`src/rtl/cpu_datapath_core.sv`:
```
// cpu_datapath_core: program counter, instruction register, accumulator, general register
// and carry for the 3-bit-opcode accumulator CPU, plus ROM/RAM address and control pins.
module cpu_datapath_core #(
    parameter logic [12:0] PC_RESET = 13'h0000
) (
    input  logic        clk,
    input  logic        rst,
    input  logic [1:0]  fetch,
    input  logic        PC_en,
    input  logic        ac_ena,
    input  logic        write_r,
    input  logic        read_r,
    input  logic        ram_ena,
    input  logic        ram_write,
    input  logic        ram_read,
    input  logic        rom_ena,
    input  logic        rom_read,
    input  logic        ad_sel,
    input  logic [7:0]  rom_data,
    input  logic [7:0]  ram_rdata,
    output logic [2:0]  ins,
    output logic [12:0] mem_addr,
    output logic        rom_oe,
    output logic        ram_ce,
    output logic        ram_we,
    output logic        ram_oe,
    output logic [7:0]  ram_wdata,
    output logic [7:0]  acc,
    output logic        carry
);

    localparam logic [1:0] FETCH_HI = 2'b01;
    localparam logic [1:0] FETCH_LO = 2'b10;
    localparam logic [2:0] OP_PRE   = 3'b100;
    localparam logic [2:0] OP_ADD   = 3'b101;
    localparam logic [2:0] OP_LDM   = 3'b110;

    logic [12:0] pc_r;
    logic [15:0] ir_r;
    logic [7:0]  acc_r;
    logic [7:0]  r_r;
    logic        carry_r;

    logic        rom_oe_s;
    logic        ram_oe_s;
    logic        ir_hi_ld_s;
    logic        ir_lo_ld_s;
    logic [8:0]  sum_s;
    logic [7:0]  acc_nxt_s;
    logic [7:0]  r_nxt_s;
    logic        carry_nxt_s;

    assign rom_oe_s   = rom_ena & rom_read;
    assign ram_oe_s   = ram_ena & ram_read;
    // An operand cycle (ad_sel high) never disturbs IR, even when it reuses fetch==01.
    assign ir_hi_ld_s = (fetch == FETCH_HI) & rom_oe_s & ~ad_sel;
    assign ir_lo_ld_s = (fetch == FETCH_LO) & rom_oe_s & ~ad_sel;
    assign sum_s      = {1'b0, acc_r} + {1'b0, r_r};

    assign ins       = ir_r[15:13];
    assign mem_addr  = ad_sel ? ir_r[12:0] : pc_r;
    assign rom_oe    = rom_oe_s;
    assign ram_ce    = ram_ena;
    assign ram_we    = ram_ena & ram_write;
    assign ram_oe    = ram_oe_s;
    assign ram_wdata = acc_r;
    assign acc       = acc_r;
    assign carry     = carry_r;

    // Program counter: free-running 13-bit increment on PC_en.
    always_ff @(posedge clk or negedge rst) begin
        if (!rst) begin
            pc_r <= PC_RESET;
        end else if (PC_en) begin
            pc_r <= pc_r + 13'd1;
        end
    end

    // Instruction register: high and low bytes latched from ROM during fetch cycles.
    always_ff @(posedge clk or negedge rst) begin
        if (!rst) begin
            ir_r <= 16'h0000;
        end else begin
            if (ir_hi_ld_s) begin
                ir_r[15:8] <= rom_data;
            end
            if (ir_lo_ld_s) begin
                ir_r[7:0] <= rom_data;
            end
        end
    end

    // Next ACC/R/carry, prioritising write_r loads over read_r arithmetic.
    always_comb begin
        acc_nxt_s   = acc_r;
        r_nxt_s     = r_r;
        carry_nxt_s = carry_r;
        if (ac_ena && write_r) begin
            if (ins != OP_LDM) begin
                acc_nxt_s = ram_oe_s ? ram_rdata : rom_data;
            end else begin
                r_nxt_s = acc_r;
            end
        end else if (ac_ena && read_r) begin
            case (ins)
                OP_PRE:  acc_nxt_s = r_r;
                OP_ADD:  {carry_nxt_s, acc_nxt_s} = sum_s;
                default: acc_nxt_s = acc_r;
            endcase
        end else begin
            acc_nxt_s = acc_r;
        end
    end

    // Accumulator, general register and carry storage.
    always_ff @(posedge clk or negedge rst) begin
        if (!rst) begin
            acc_r   <= 8'h00;
            r_r     <= 8'h00;
            carry_r <= 1'b0;
        end else begin
            acc_r   <= acc_nxt_s;
            r_r     <= r_nxt_s;
            carry_r <= carry_nxt_s;
        end
    end

endmodule

```
`config.mk`:
```
export PLATFORM = sky130hd
export DESIGN_NAME = cpu_datapath_core
export DESIGN_NICKNAME = d
export VERILOG_FILES = /design/src/rtl/cpu_datapath_core.sv
export SDC_FILE = /design/constraint.sdc
export NUM_CORES = 1
export LEC_CHECK = 0
export CAP_MARGIN = 0
export CORE_MARGIN = 1.5
export CORE_UTILIZATION = 63
export CTS_CLUSTER_DIAMETER = 200
export DETAILED_ROUTE_END_ITERATION = 8
export DONT_BUFFER_PORTS = 1
export MAX_ROUTING_LAYER = met4
export PLACE_DENSITY = 0.79
export SYNTH_ARGS = -nofsm -noshare
export SYNTH_HDL_FRONTEND = slang
export SYNTH_SLANG_ARGS = --single-unit
```
`constraint.sdc`:
```
create_clock -name clk -period 2.4 [get_ports clk]
set_clock_uncertainty 0.1 [all_clocks]
set_input_delay 0.24 -clock clk [delete_from_list [all_inputs] [get_ports clk]]
set_output_delay 0.24 -clock clk [all_outputs]
set_load 0.05 [all_outputs]
```
==> reports/qor.yml <==
logic_synthesis:
  synthMostInstantiatedCell: "sky130_fd_sc_hd__dfrtp_1"
  post_synth_inst_count: 251
  post_synth_design_cell_area_sq_mm: 0.00281
  syn-num-nets: 291
  synthFlopType: "sky130_fd_sc_hd__dfrtp_1"
  synth.top_cell.area_share_pct: 41.0
  synth.area.top_cells: "sky130_fd_sc_hd__dfrtp_1, sky130_fd_sc_hd__mux2_2, sky130_fd_sc_hd__mux2_4"
  synth.avg_cell_area_sq_um: 11.2
  ys_seq_area_share_pct: 41.0
  async_flop_share_pct: 100
  synthDominantAreaCellType: "sky130_fd_sc_hd__dfrtp_1"
  post_synth_most_frequent_cells: "sky130_fd_sc_hd__dfrtp_1, sky130_fd_sc_hd__nand2_1, sky130_fd_sc_hd__mux2_2, sky130_fd_sc_hd__mux2_4, sky130_fd_sc_hd__buf_4"
  synth-edff-count: 0
  ys_seq_elements: 46
  number_of_synthesis_warnings: 0
  synth.distinct_cells: 47
clocking:
  reg_clk_slew_reported_paths_ps: 90
  cts_tree: "built"
  clock_tree.buffer_depth: 2
  clock_insertion_delay_worst_skew_ps: 300
  clk_root_buffer_cell: "sky130_fd_sc_hd__clkbuf_8"
  numCtsBuffers: 5
  cts_post_setup_buffers_inserted: 0
  sinks_on_clock_net: 46
  htree_levels: 2
critical_path:
  critical_path_peak_fanout: 3
  critPathKind: "reg -> reg"
  critical_path.startpoint_type: "flip-flop"
  cp_top_delay_family: "compound AO/OA/AOI/OAI gates"
  ff2ff_path_depth: 7
  critical_path.cell_chain: "ha_1, fa_1, a211oi_1, o21bai_1, mux2i_1, a21oi_1, o31ai_1"
  number_of_buffer_and_inverter_instances_along_the_worst_setup_path: 0
  cp_slowest_cell: "sky130_fd_sc_hd__fa_1"
  critical-path-max-stage-delay_ps: 450
  cp-end-kind: "flip-flop"
  worst-endpoint-required_ps: 2510
  critical_path_arrival_ps: 2370
  cp_num_cells: 7
placement:
  numPortBuffers: 0
  placed_wire_length_estimate_after_detailed_placement_um: 4130
  dpl_worst_slack_ps: 208
  weighted_congestion_at_the_end_of_routability_driven_global_placement: 0.880
finish:
  syn2layout_area_growth_pct: 9.41
  utilization_pct: 71.0
  layout-drive-gt1-share_pct: 26.9
  antenna_cells_inserted: 0
  layout.nets: 303
timing:
  fin_crit_sh_pct: 94.3
  timing.hold.ws_ps: 20.6
  post-route-worst-setup-slack_ps: 137
  slew_headroom_pct: 48.1
  hold_viol: 0
  final.min_clock_period_ps: 2260
  finalMaxSlewViolations: 0
  rsz0062_at_grt: "false"
  setup_viol: 0
  max_slew.worst_pin.slew_ps: 775
  maximum_clock_frequency_ghz: 0.442
  setup-tns-final_ps: 0
global_routing:
  global_route_wire_length_before_repair_um: 9420
  globalRoute.totalOverflow: 0
  grtUsageTotal_pct: 25.5
  via_count_of_the_first_global_routing_pass: 1831
  antenna_violations_before_repair: 0
  maximum_number_of_pins_on_one_net_before_global_route_repair: 47
drt:
  wl_per_cell_um: 18.2
  drtIter0Drc: 85
  wl_um: 5760
  detailed_router_iteration_count_before_antenna_repair: 4
  avgViaCountPerCell: 6.08
  via_count: 1921
  ant_nets: 0
  drc: 0
floorplanning:
  core_ar_sq_mm: 0.00432
  chip_width_um: 69.7
  dieHeight_um: 69.7
  floorplan.rows: 24
  io_pins: 67
  die_area_sq_mm: 0.00486
  initial_core_util_pct: 64.9
run_status:
  run_status: "completed"
hold_path:
  worstHoldPathCells: 2
  hold_path.class: "in -> reg"
power:
  cellPowerDensity_mw_per_mm2: 1120
  leakagePower_nw: 1.44
  finalPower_w: 0.00345
  vdd.ir_drop.worst_v: 0.000709
flow_run:
  drv_cap: 0
==> where the power goes <==
group	total, W	switching, W	internal, W
clock	0.000591	0.000278	0.000312
sequential	0.00121	0.000217	0.000990
combinational	0.00165	0.00109	0.000564
total	0.00345	0.00158	0.00187
==> state kept, by name (all words and copies together), names as in the netlist <==
name	cells
pc_r	13
r_r	8
ir_r	16
carry	1
acc	8
==> metrics by stage <==
stage          cells  area (sq um)
2_1_floorplan    251          2810
3_3_place_gp     297          2830
3_5_place_dp     297          2830
4_1_cts          316          3070
5_1_grt          316          3070
6_report         316          3070
==> final timing paths <==
kind	from	end	slack, ps
max in group asynchronous	rst	acc[6]	1630
worst min-delay path	PC_en	pc_r[3]	20
worst max-delay path	acc[0]	acc[6]	140
worst min register to register	pc_r[12]	pc_r[12]	390
worst max register to register	acc[0]	acc[6]	140
min in group asynchronous	rst	ir_r[14]	370
==> per-layer routing <==
layer | up-vias | wire [um] | GRT usage (%)
li1 | 921 | - | -
met1 | 928 | 2770 | 36.7
met2 | 64 | 2590 | 36.6
met3 | 8 | 340 | 5.52
met4 | 0 | 59 | 7.69
met5 | - | 0 | -
==> layout by cell type, fill, tap and decap left out, drive strengths merged, types with 2 or more instances in the layout <==
cell / netlist / routed
a211oi: 6 / 6
a21o: 3 / 3
a21oi: 8 / 8
and2: 3 / 3
and3: 3 / 3
buf: 14 / 13
clkbuf: 4 / 5
dfrtp: 46 / 46
dlygate4sd3: 0 / 10
ha: 9 / 9
inv: 5 / 6
mux2: 41 / 41
mux2i: 6 / 6
nand2: 30 / 30
nand2b: 2 / 2
nand3: 8 / 8
nand4: 3 / 3
nor2: 6 / 6
nor3: 4 / 4
nor3b: 3 / 3
nor4b: 2 / 2
o211ai: 4 / 4
o21ai: 13 / 13
o221a: 2 / 2
xnor2: 10 / 10
xor2: 3 / 3
==> cell type report <==
class / count / area, sq um
multi-input combinational: 182 / 1510
fill: 303 / 1250
sequential: 46 / 1150
timing repair buffer: 23 / 218
clock buffer: 5 / 68.8
tap: 52 / 65.1
clock inverter: 3 / 43.8
inverter: 5 / 18.8
==> cell families (layout without fill, tap and decap cells) <==
kind of cell / Yosys count / in the layout / synth area share (%)
and+or+nand+nor: 68 / 68 / 13.5
muxes: 47 / 47 / 20.7
DFF: 46 / 46 / 41.0
AOI/OAI and AO/OA: 44 / 44 / 10.7
buffers and inverters: 23 / 36 / 5.35
xor gates and xnor gates: 13 / 13 / 4.06
adders and majority gates: 10 / 10 / 4.73
==> what timing repair did <==
| item | CTS | global route |
|---|---|---|
| hold buffers | 11 | 0 |
| setup endpoints to repair | 0 | 0 |
| resized for setup | 0 | 0 |
| endpoints found under the hold margin | 65 | 0 |
(Power assumes the default switching activity.)
